`config.mk`:
```
export PLATFORM = sky130hd
export DESIGN_NAME = cond_unit_banked
export DESIGN_NICKNAME = d
export VERILOG_FILES = /design/src/rtl/cond_unit_banked.sv
export SDC_FILE = /design/constraint.sdc
export NUM_CORES = 1
export LEC_CHECK = 0
export BUFFER_PORTS_ARGS = -buffer_cell sky130_fd_sc_hd__buf_2
export CORE_MARGIN = 5
export CORE_UTILIZATION = 42
export DETAILED_ROUTE_END_ITERATION = 10
export GPL_TIMING_DRIVEN = 1
export PLACE_DENSITY = 0.84
export SLEW_MARGIN = 10
export SYNTH_ARGS = -nofsm -noshare
export SYNTH_HDL_FRONTEND = slang
export SYNTH_SLANG_ARGS = --single-unit
```
`constraint.sdc`:
```
create_clock -name clk -period 3.1 [get_ports clk]
set_clock_uncertainty 0.1 [all_clocks]
set_input_delay 0.31 -clock clk [delete_from_list [all_inputs] [get_ports clk]]
set_output_delay 0.31 -clock clk [all_outputs]
set_load 0.05 [all_outputs]
```
`src/rtl/cond_unit_banked.sv`:
```
// Banked NZCV condition unit: evaluates a 4-bit condition on stored flags and gates write/branch strobes.
// Optional conditional-block FSM (IDLE/ACTIVE) is built only when COND_BLOCK_EN is defined.
module cond_unit_banked #(
  parameter int NBANKS  = 2,
  parameter int MAX_BLK = 4,
  localparam int BW = (NBANKS > 1) ? $clog2(NBANKS) : 1,
  localparam int LW = $clog2(MAX_BLK + 1)
) (
  input  logic          clk,
  input  logic          rst_n,
  input  logic [BW-1:0] bank_sel,
  input  logic          instr_valid,
  input  logic [3:0]    cond,
  input  logic [3:0]    alu_flags,
  input  logic [1:0]    flag_w,
  input  logic          reg_w_in,
  input  logic          mem_w_in,
  input  logic          pc_s_in,
  input  logic          blk_start,
  input  logic [3:0]    blk_cond,
  input  logic [LW-1:0] blk_len,
  output logic          reg_w,
  output logic          mem_w,
  output logic          pc_s,
  output logic          cond_ex,
  output logic [3:0]    flags_out,
  output logic          blk_active,
  output logic [LW-1:0] blk_rem
);

  // Flag word layout is {N, Z, C, V}.
  function automatic logic eval_cond(input logic [3:0] c, input logic [3:0] f);
    logic n, z, cy, v, r;
    n  = f[3];
    z  = f[2];
    cy = f[1];
    v  = f[0];
    r  = 1'b1;
    case (c)
      4'b0000: r = z;
      4'b0001: r = ~z;
      4'b0010: r = cy;
      4'b0011: r = ~cy;
      4'b0100: r = n;
      4'b0101: r = ~n;
      4'b0110: r = v;
      4'b0111: r = ~v;
      4'b1000: r = cy & ~z;
      4'b1001: r = ~cy | z;
      4'b1010: r = (n == v);
      4'b1011: r = (n != v);
      4'b1100: r = ~z & (n == v);
      4'b1101: r = z | (n != v);
      default: r = 1'b1;
    endcase
    return r;
  endfunction

  logic [3:0]    bank_q [NBANKS];
  logic [BW-1:0] sel_idx;
  logic [3:0]    cur_flags;
  logic [3:0]    eff_cond;

  // Out-of-range bank selects fall back to bank 0.
  always_comb begin
    sel_idx = '0;
    if (int'(bank_sel) < NBANKS) sel_idx = bank_sel;
  end

  assign cur_flags = bank_q[sel_idx];
  assign flags_out = cur_flags;
  assign cond_ex   = instr_valid & eval_cond(eff_cond, cur_flags);
  assign reg_w     = reg_w_in & cond_ex;
  assign mem_w     = mem_w_in & cond_ex;
  assign pc_s      = pc_s_in  & cond_ex;

  // Only the selected bank is written, and only by an instruction that executes.
  always_ff @(posedge clk or negedge rst_n) begin
    if (!rst_n) begin
      for (int i = 0; i < NBANKS; i++) bank_q[i] <= 4'b0000;
    end else if (cond_ex) begin
      if (flag_w[1]) bank_q[sel_idx][3:2] <= alu_flags[3:2];
      if (flag_w[0]) bank_q[sel_idx][1:0] <= alu_flags[1:0];
    end
  end

`ifdef COND_BLOCK_EN
  typedef enum logic {
    IDLE   = 1'b0,
    ACTIVE = 1'b1
  } blk_state_t;

  blk_state_t    state_q, state_d;
  logic [LW-1:0] rem_q, rem_d;
  logic [3:0]    bcond_q, bcond_d;

  always_ff @(posedge clk or negedge rst_n) begin
    if (!rst_n) begin
      state_q <= IDLE;
      rem_q   <= '0;
      bcond_q <= 4'b0000;
    end else begin
      state_q <= state_d;
      rem_q   <= rem_d;
      bcond_q <= bcond_d;
    end
  end

  // The start instruction itself is not part of the block; block members follow it.
  always_comb begin
    state_d = state_q;
    rem_d   = rem_q;
    bcond_d = bcond_q;
    case (state_q)
      IDLE: begin
        if (instr_valid && blk_start && (blk_len != '0)) begin
          state_d = ACTIVE;
          bcond_d = blk_cond;
          rem_d   = (blk_len > LW'(MAX_BLK)) ? LW'(MAX_BLK) : blk_len;
        end
      end
      ACTIVE: begin
        if (instr_valid) begin
          if (rem_q <= LW'(1)) begin
            state_d = IDLE;
            rem_d   = '0;
          end else begin
            rem_d = rem_q - LW'(1);
          end
        end
      end
      default: begin
        state_d = IDLE;
        rem_d   = '0;
      end
    endcase
  end

  assign blk_active = (state_q == ACTIVE);
  assign blk_rem    = rem_q;
  assign eff_cond   = blk_active ? bcond_q : cond;
`else
  wire unused_blk = ^{blk_start, blk_cond, blk_len};

  assign blk_active = 1'b0;
  assign blk_rem    = '0;
  assign eff_cond   = cond;
`endif

endmodule

```
After elaboration in Yosys (flattened, before gate mapping)
Cells that the tools add are included.
Word-level totals
  register bits: 8
  input bits: 25
  output and inout bits: 12
  logic and storage cells: 47
Operators by class
  order comparisons: 2
  equal/unequal tests: 15
  mux-type cells: 13
  bitwise logic cells: 13
  reduce and logical (&&, ||, !) cells: 2
Operators with widths (count)
  == test 4 bit (second input constant): 6
  2-to-1 mux 8 bit: 3
  bitwise mux 8 bit: 2
  == test 4 x 3 -> 1 bit (second input constant): 4
  2-to-1 mux 4 bit: 4
  case mux 1 bit (14 select lines): 1
  demux 4 bit (select 1 bit): 2
  == test 4 x 2 -> 1 bit (second input constant): 2
  bitwise AND 1 bit: 6
  == test 4 x 1 -> 1 bit (second input constant): 1
  zero test 4 bit: 1
  inverter 1 bit: 4
  greater-or-equal comparator 2 bit (second input constant): 1
  < comparator 2 x 1 -> 1 bit (second input constant): 1
  2-to-1 mux 2 bit: 1
  inverter 1 -> 2 bit: 1
  OR 1 bit: 2
  == test 1 bit: 1
  logical AND 1 bit: 1
  != test 1 bit: 1

Depth between registers and ports, before layout
Gate-level depths: netlist of run 1.
  depth in word-level cells: 11
  depth in mapped cells: 7
  gate-level depth less buffers: 6

Worst setup path after synthesis of run 1
No wires, ideal clock.
  path kind: register -> output
  from: reg bank_q[3] in the netlist's numbering
  to: out mem_w
  data arrival time: 2.332 ns
  slack: 0.358 ns
  cell stages (with the launch flop): 7
  path buffers: 0
  cells stage by stage: dfrtp_1 -> mux4_1 -> mux2i_1 -> mux2i_1 -> nand2_1 -> a31o_2 -> nor2_1
Between the ends
  longest elaborated chain between the ends: 8
  elaborated cells between the ends (all ways): 11
  classes of those cells: eq/ne: 2; mux: 4; bitwise: 5
RTL lines
  start: declaration: line 59  | logic [3:0] bank_q [NBANKS];
  start signal: indexed assignment: line 82  | if (flag_w[1]) bank_q[sel_idx][3:2] <= alu_flags[3:2];
  start signal: indexed assignment: line 83  | if (flag_w[0]) bank_q[sel_idx][1:0] <= alu_flags[1:0];
  2-to-1 mux 4 bit (implied by the code) (*) (3 in series): line 70  | assign cur_flags = bank_q[sel_idx];
  != test 1 bit / == test 1 bit (equally long branches)
  OR 1 bit / bitwise AND 1 bit (equally long branches): line 53, 52
  case mux 1 bit (14 select lines) (*): line 39  | case (c)
  bitwise AND 1 bit (*): line 72  | assign cond_ex = instr_valid & eval_cond(eff_cond, cur_flags);
  bitwise AND 1 bit (*): line 74  | assign mem_w = mem_w_in & cond_ex;
  end: declaration: line 23  | output logic mem_w,
Mark *: on every way between the ends. The rest lies on a longest branch, timed or not. The select of a mux whose other input is x is not followed.

Worst setup path after layout of run 1
  from: reg bank_q[0] in the netlist's numbering
  to: out mem_w
Same word-level chain as after synthesis.

==> out/results.ini, run 1 <==
[synthesis]
yosysTopAreaCellShare_pct = 31.01
ys_ff_latch = 8
synth-async-reset-ratio_pct = 100.0
yosysSeqAreaShare_pct = 31.01
synthDistinctLibCells = 23
syn-cell-area_um2 = 645.6
avgSynthCellArea_um2 = 10.76
postSynth.topFlopCell = dfrtp_1
postSynthCellCount = 60
ys_warn_count = 0
synth_enable_flop_cells = 0
synth_top_cells_by_count = dfrtp_1 (8), mux2_1 (8), nor2_1 (5)
synth_area_leaders = dfrtp_1 (31%), mux2_1 (14%), mux4_1 (8.1%)
yosysTopAreaCell = dfrtp_1

[floorplan]
core_area_mm2 = 0.001489
floorplan.io_pins = 37
floorplan.die.width_um = 49.21
chipHeight_um = 49.21
initial_core_util_pct = 43.36
core.rowCount = 14
die_area_mm2 = 0.002421

[global_route]
grt_start_max_net_pins = 11
antenna_found_initial = 0
grt_util_all_layers_pct = 11.09
grt_overflow = 0
vias_in_the_first_global_route = 485
grt_pass1_wl_mm = 2.042

[routing]
drc = 0
post_drt_via_cell_ratio = 5.158
drt_wl_total_mm = 1.352
via_count = 521
drt_first_pass_iters = 2
wl_per_cell_um = 13.39
drt_first_iter_violations = 1
drtAntennaViolNets = 0

[power]
power.static_leakage_nw = 0.3936
worst_supply_voltage_drop_on_vdd_mv = 0.4585
p_total_mw = 0.5810
power_density_mw_per_mm2 = 740.6

[worst_setup_path]
critPathKind = reg -> out
worst_ep_arrival_time_ns = 2.45
timing.critical_path.max_delay_family = multiplexers
critPathBufInv = 1
worst-path-max-fanout = 5
critPathRequiredTime_ns = 2.69
cp_slowest_stage_delay_ns = 0.48
setup.worst_path.start = bank_q[0]$_DFFE_PN0P_
cell_repeated_most_along_the_worst_path = mux2i_1
cp_slowest_cell = mux4_1
r2r_cells = 6
endpoint_kind = output port
worstSetupStartpointType = flop
worstPathCellList = mux4_1 -> mux2i_1 -> mux2i_1 -> nand2_1 -> a31o_2 -> nor2_1 -> buf_2
reg2reg_setup_slack_ns = 0.60
worstReg2RegStart = bank_q[0]$_DFFE_PN0P_
rr_endpoint = bank_q[3]$_DFFE_PN0P_

[min_path]
hold_class = in -> reg
min-delay-start = alu_flags[0]
min_delay_path_depth = 2
whs_endpoint = bank_q[0]$_DFFE_PN0P_

[sta]
min_period_ns = 2.859
final_max_slew_viol_count = 0
grt_setup_unrepaired = false
hold_violation_count_in_the_final_report = 0
timing.final.crit_share_pct = 92.23
max-slew-margin-rel_pct = 67.03
worst_slew_pin_slew_ns = 0.4893
timing.setup.tns_ns = 0
max_freq_ghz = 0.3498
report.final.setup_viol = 0

[clock_tree]
numClockSinks = 8
clock_pin_slew_of_the_registers_on_the_worst_case_setup_and_hold_paths_ns = 0.05
cts_tree = done
cts_buffers = 3
worstSkewPairLatency_ns = 0.25
cts_setup_buffers = 0
cts-root-buf = clkbuf_4
postCtsResizedCells = 0
cts_max_level = 1
clock_path_buffers = 2

[cells_and_area]
largest_register_ffs = 8
multi_input_logic_area_um2 = 396.6
design.final.nets = 112
syn2layout_area_growth_pct = 21.51
final_core_utilization_pct = 52.69
layout_top_registers = bank_q: 8 flops
n_fill_cell = 138
regMostFlops = bank_q
antenna_cells = 0
regArea_um2 = 200.2
drive_gt1_share_pct = 38.82

[flow_run]
cap_viol_max_count = 0

[placement]
io_buffer_count = 24
post-dp-hpwl_mm = 1.132
globalplace.congestion = 0.7409

[status]
run_status = finished, final reports clean

worst max-delay path by stage:
| stage | endpoint | slack [ns] | cells past startpoint |
|---|---|---|---|
| after floorplan | mem_w | 0.36 | 6 |
| after global placement | mem_w | 0.44 | 8 |
| after detailed placement | mem_w | 0.40 | 8 |
| after CTS | mem_w | 0.22 | 7 |
| after global routing | reg_w | 0.11 | 7 |
| final | mem_w | 0.24 | 7 |
cell families after synthesis:
group                  Yosys count  share of synthesized area (%)
other                            1                         0.5808
multiplexers                    18                          36.43
AO/OA/AOI/OAI                    8                          8.138
XOR/XNOR                         3                          4.071
flip-flops                       8                          31.01
buffers and inverters           10                          9.301
AND/OR/NAND/NOR                 12                          10.47
report_power, final:
part           leakage, nW  internal (mW)  total [mW]  switching, mW
clock               0.0138         0.0440      0.0752         0.0312
sequential          0.0950          0.145       0.182         0.0364
combinational        0.285          0.128       0.324          0.196
total                0.394          0.318       0.581          0.263
worst reg2reg max path, delay by kind of cell (launching register included):
family	cells	cell delay, ns
and+or+nand+nor	1	0.14
DFF	1	0.41
muxes	4	1.44
AOI/OAI and AO/OA	1	0.27
through the flow:
step	instances	setup WS, ns	instance area, um2	hold WS, ns
after floorplan	63	0.3577	656.9	-0.08559
after global placement	97	0.4391	752.0	0.05329
after detailed placement	97	0.3973	752.0	0.05409
after CTS	101	0.2184	784.5	0.1753
after global routing	101	0.1052	784.5	0.1736
final	101	0.2410	784.5	0.1838
per-layer routing:
layer / routed length [um] / GRT usage, % / share of wire (%) / up-vias
li1: - / - / - / 267
met1: 562 / 10.78 / 42 / 232
met2: 655 / 19.31 / 48 / 17
met3: 85 / 1.529 / 6.3 / 5
met4: 48 / 10.76 / 3.6 / 0
met5: 0 / 0 / 0 / -
cells in the final DEF (no fill, tap or decap), types with 3 or more instances in the layout:
master,synthesis,routed
buf_2,0,24
mux2_1,8,8
dfrtp_1,8,8
nor2_1,5,5
mux2i_1,4,4
inv_1,4,4
a31oi_1,4,4
conb_1,1,4
xnor2_1,3,3
clkbuf_4,0,3
final cells by class:
class                   instances  area share [%]
multi-input cells              45           50.56
flip-flops and latches          8           25.52
repair buffers                 25           16.59
clock buffers                   3           2.871
well taps                      16           2.552
inverters                       4           1.914
timing repair:
item,in CTS,in global routing
hold endpoints to repair,8,0
setup endpoints to repair,0,0
hold buffers,1,0
No activity file was read; power rests on OpenSTA's default activity.
==> run 2: changes to the inputs <==
- PLACE_DENSITY: 0.84 -> 0.77
==> run 2 against run 1 <==
  * Count of clock-buffer cells in the layout did not move
  * Flip-flop and latch count is the same
  * Design area stayed put
  * Core utilization is the same
  * Fmax decreased by 1.0%
  * Final cell count stayed put
  * Non-clock buffer count is the same
  * Clock power is 4.4% higher
  * Combinational power about the same
  * Setup slack lost 0.029 ns
==> out/results.ini, run 2 (same netlist as run 1, synthesis figures left out) <==
[status]
run_status = finished, final reports clean

[worst_setup_path]
cp_slowest_stage_delay_ns = 0.50
critPathKind = reg -> out
setup.worst_path.start = bank_q[7]$_DFFE_PN0P_
worst_ep_arrival_time_ns = 2.48
cell_repeated_most_along_the_worst_path = mux2i_1
rr_endpoint = bank_q[7]$_DFFE_PN0P_
worstSetupStartpointType = flop
endpoint_kind = output port
worst-path-max-fanout = 5
critPathRequiredTime_ns = 2.69
cp_slowest_cell = mux4_1
worstReg2RegStart = bank_q[7]$_DFFE_PN0P_
worst_setup_path_endpoint = mem_w
r2r_cells = 6
reg2reg_setup_slack_ns = 0.59
worstPathCellList = mux4_1 -> mux2i_1 -> mux2i_1 -> nand2_1 -> a31o_2 -> nor2_1 -> buf_2

[global_route]
grt_start_max_net_pins = 11
grt_pass1_wl_mm = 2.283
vias_in_the_first_global_route = 530
antenna_found_initial = 0
grt_util_all_layers_pct = 11.76
grt_overflow = 0

[flow_run]
cap_viol_max_count = 0

[power]
worst_supply_voltage_drop_on_vdd_mv = 0.3821
power.static_leakage_nw = 0.3936
power_density_mw_per_mm2 = 745.5

[sta]
max-slew-margin-rel_pct = 62.32
timing.final.crit_share_pct = 93.16
timing.setup.tns_ns = 0
max_freq_ghz = 0.3462
timing.final.ws_setup_ns = 0.2119
min_period_ns = 2.888
hold_violation_count_in_the_final_report = 0
report.final.setup_viol = 0
final_max_slew_viol_count = 0
grt_setup_unrepaired = false
worst_slew_pin_slew_ns = 0.5593
timing.hold.ws_ns = 0.1914

[clock_tree]
clock_pin_slew_of_the_registers_on_the_worst_case_setup_and_hold_paths_ns = 0.05
postCtsHoldBufs = 1
worstSkewPairLatency_ns = 0.25
cts_tree = done
cts_buffers = 3
cts-root-buf = clkbuf_4
clock_path_buffers = 2
cts_setup_buffers = 0
cts_max_level = 1
numClockSinks = 8
postCtsResizedCells = 0

[routing]
drt_first_pass_iters = 4
wl_per_cell_um = 13.55
drt_first_iter_violations = 10
drc = 0
post_drt_via_cell_ratio = 5.356
drtAntennaViolNets = 0
drt_wl_total_mm = 1.369
via_count = 541

[cells_and_area]
layout.cells.non_filler = 101
antenna_cells = 0
design.final.nets = 112
syn2layout_area_growth_pct = 21.51
drive_gt1_share_pct = 38.82
fin_area_um2 = 784.5
regMostFlops = bank_q
most-common-layout-cells = buf_2 (24), mux2_1 (8), dfrtp_1 (8)
layout_top_registers = bank_q: 8 flops
largest_register_ffs = 8
layout.cells.most_common = buf_2

[floorplan]
initial_core_util_pct = 43.36
chipHeight_um = 49.21
core_area_mm2 = 0.001489
floorplan.die.width_um = 49.21
floorplan.io_pins = 37
core.rowCount = 14
die_area_mm2 = 0.002421

[placement]
post-dp-hpwl_mm = 1.174
io_buffer_count = 24
placedInstanceArea_um2 = 752.0
globalplace.congestion = 0.6438
place_inst = 97
place_ws_ns = 0.3841

[min_path]
hold_class = in -> reg

==> run 2: cell counts in the layout (fill, tap and decap cells not counted) <==
No cell type changed its count.
==> run 2: power breakdown <==
group          switching (mW)  total (mW)  internal [mW]
clock network          0.0343      0.0785         0.0442
logic                   0.195       0.324          0.128
registers              0.0376       0.183          0.145
total                   0.267       0.585          0.318
==> run 2: worst min path at each step <==
stage                 start                     to  slack (ns)  cells after the start
6_report       alu_flags[0]  bank_q[0]$_DFFE_PN0P_        0.19                      2
5_1_grt        alu_flags[2]  bank_q[2]$_DFFE_PN0P_        0.19                      2
4_1_cts        alu_flags[2]  bank_q[2]$_DFFE_PN0P_        0.18                      2
3_5_place_dp          rst_n  bank_q[0]$_DFFE_PN0P_        0.06                      1
3_3_place_gp          rst_n  bank_q[6]$_DFFE_PN0P_        0.06                      1
2_1_floorplan         rst_n  bank_q[0]$_DFFE_PN0P_       -0.09                      0
==> run 2: area by class of cell <==
class,instances,area [um2]
clock buffer,3,22.52
tap,16,20.02
fill,138,704.4
multi-input combinational,45,396.6
inverter,4,15.01
sequential,8,200.2
timing repair buffer,25,130.1
==> run 2: through the flow <==
stage | utilization (%) | power [mW]
global route | 52.69 | 0.6220
global placement | 50.50 | 0.4975
finish | 52.69 | 0.5849
floorplan | - | 0.4434
detailed placement | 50.50 | 0.5091
CTS | 52.69 | 0.5916
==> run 2: critical path: cells and delay by family (launching register included) <==
family                 cells  cell delay (ns)
DFF                        1             0.41
AOI/OAI and AO/OA          1             0.25
and+or+nand+nor            2             0.19
muxes                      3             1.11
buffers and inverters      1             0.27
==> run 2: layer usage <==
| layer | GRT usage, % | vias to the layer above | share of wire, % |
|---|---|---|---|
| met1 | 13.35 | 254 | 40 |
| met5 | 0 | - | 0 |
| met3 | 3.058 | 3 | 5.3 |
| met4 | 4.036 | 0 | 1.3 |
| li1 | - | 265 | - |
| met2 | 20.82 | 19 | 53 |
==> run 3: changes to the inputs <==
- RECOVER_POWER: not set -> 50
- SKIP_CTS_REPAIR_TIMING: not set -> 1
==> run 3 against run 2 <==
  * Hold slack barely moved
  * Setup slack got worse by 0.00099 ns
  * Critical path depth did not move
  * Routed wire length barely moved
  * Register-to-register slack barely moved
  * Flip-flop and latch count did not move
  * Sequential power barely moved
  * Non-clock buffer count did not move
  * Global-route usage fell by 0.063 points
==> out/results.ini, run 3 (same netlist as run 1, synthesis figures left out) <==
[worst_setup_path]
r2r_cells = 6
cell_repeated_most_along_the_worst_path = mux2i_1
critPathKind = reg -> out
critPathRequiredTime_ns = 2.69
worstPathCellList = mux4_1 -> mux2i_1 -> mux2i_1 -> nand2_1 -> a31o_2 -> nor2_1 -> buf_2
worst_ep_arrival_time_ns = 2.48
worstSetupStartpointType = flop
worstReg2RegStart = bank_q[7]$_DFFE_PN0P_
reg2reg_setup_slack_ns = 0.59
cp_slowest_stage_delay_ns = 0.50
setup.worst_path.start = bank_q[7]$_DFFE_PN0P_
cp_slowest_cell = mux4_1
worst_setup_path_endpoint = mem_w
rr_endpoint = bank_q[7]$_DFFE_PN0P_
endpoint_kind = output port
worst-path-max-fanout = 5

[routing]
wl_per_cell_um = 13.56
drtAntennaViolNets = 0
via_count = 543
drt_first_iter_violations = 9
drt_wl_total_mm = 1.370
drt_first_pass_iters = 4
post_drt_via_cell_ratio = 5.376
drc = 0

[cells_and_area]
n_fill_cell = 141
most-common-layout-cells = buf_2 (19), mux2_1 (8), dfrtp_1 (8)
syn2layout_area_growth_pct = 20.54
layout.cells.most_common = buf_2
regArea_um2 = 200.2
largest_register_ffs = 8
antenna_cells = 0
design.final.nets = 112
multi_input_logic_area_um2 = 396.6
drive_gt1_share_pct = 32.94
layout_top_registers = bank_q: 8 flops
regMostFlops = bank_q

[sta]
max_freq_ghz = 0.3461
grt_setup_unrepaired = false
timing.hold.ws_ns = 0.1917
hold_violation_count_in_the_final_report = 0
timing.final.crit_share_pct = 93.20
min_period_ns = 2.889
report.final.setup_viol = 0
max-slew-margin-rel_pct = 60.10
timing.setup.tns_ns = 0
timing.final.ws_setup_ns = 0.2109
final_max_slew_viol_count = 0
worst_slew_pin_slew_ns = 0.6011

[clock_tree]
cts_buffers = 3
clock_pin_slew_of_the_registers_on_the_worst_case_setup_and_hold_paths_ns = 0.05
cts_tree = done
worstSkewPairLatency_ns = 0.25
cts_max_level = 1
clock_path_buffers = 2
numClockSinks = 8
cts-root-buf = clkbuf_4

[floorplan]
chipHeight_um = 49.21
die_area_mm2 = 0.002421
core_area_mm2 = 0.001489
floorplan.die.width_um = 49.21
core.rowCount = 14
floorplan.io_pins = 37
initial_core_util_pct = 43.36

[global_route]
grt_overflow = 0
grt_util_all_layers_pct = 11.70
antenna_found_initial = 0
grt_pass1_wl_mm = 2.270
grt_start_max_net_pins = 11
vias_in_the_first_global_route = 529

[placement]
post-dp-hpwl_mm = 1.174
io_buffer_count = 24
globalplace.congestion = 0.6438
place_ws_ns = 0.3841

[power]
power_density_mw_per_mm2 = 744.3
power.static_leakage_nw = 0.3793
worst_supply_voltage_drop_on_vdd_mv = 0.3789

[min_path]
hold_class = in -> reg

[status]
run_status = finished, final reports clean

[flow_run]
cap_viol_max_count = 0

## run 3: final cells by class
type | instances | share of cell area (%)
Clock buffer | 3 | 2.894
Sequential cell | 8 | 25.72
Inverter | 4 | 1.929
Timing Repair Buffer | 25 | 15.92
Multi-Input combinational cell | 45 | 50.96
Tap cell | 16 | 2.572
## run 3: through the flow
| step | total power, mW | cells | util (%) | area (um2) |
|---|---|---|---|---|
| global placement | 0.4975 | 97 | 50.50 | 752.0 |
| CTS | 0.5906 | 100 | 52.02 | 774.5 |
| finish | 0.5792 | 101 | 52.27 | 778.2 |
| global route | 0.6176 | 101 | 52.27 | 778.2 |
| floorplan | 0.4434 | 63 | - | 656.9 |
| detailed placement | 0.5091 | 97 | 50.50 | 752.0 |
## run 3: report_power, final
| group | switching (mW) | leakage, nW | internal (mW) | total, mW |
|---|---|---|---|---|
| clock | 0.0342 | 0.0138 | 0.0442 | 0.0784 |
| combinational | 0.196 | 0.270 | 0.122 | 0.318 |
| sequential | 0.0375 | 0.0950 | 0.145 | 0.182 |
## run 3: worst max-delay path: cells and delay by family (launching register included)
family / cells / cell delay, ns
flip-flops: 1 / 0.41
AO/OA/AOI/OAI: 1 / 0.25
AND/OR/NAND/NOR: 2 / 0.19
buffers and inverters: 1 / 0.27
multiplexers: 3 / 1.11
## run 3: how the worst min path moves through the flow
stage                  from                     to  slack (ns)  depth (start not counted)
6_report       alu_flags[0]  bank_q[0]$_DFFE_PN0P_        0.19                          2
5_1_grt        alu_flags[2]  bank_q[2]$_DFFE_PN0P_        0.19                          2
4_1_cts               rst_n  bank_q[4]$_DFFE_PN0P_       -0.21                          1
3_5_place_dp          rst_n  bank_q[0]$_DFFE_PN0P_        0.06                          1
3_3_place_gp          rst_n  bank_q[6]$_DFFE_PN0P_        0.06                          1
2_1_floorplan         rst_n  bank_q[0]$_DFFE_PN0P_       -0.09                          0
## run 3: per-layer routing
| layer | track usage, % | routed length (um) | vias up |
|---|---|---|---|
| met4 | 4.036 | 18 | 0 |
| met2 | 20.82 | 731 | 23 |
| met3 | 3.058 | 72 | 3 |
| met1 | 13.16 | 548 | 252 |
| met5 | 0 | 0 | - |
| li1 | - | - | 265 |
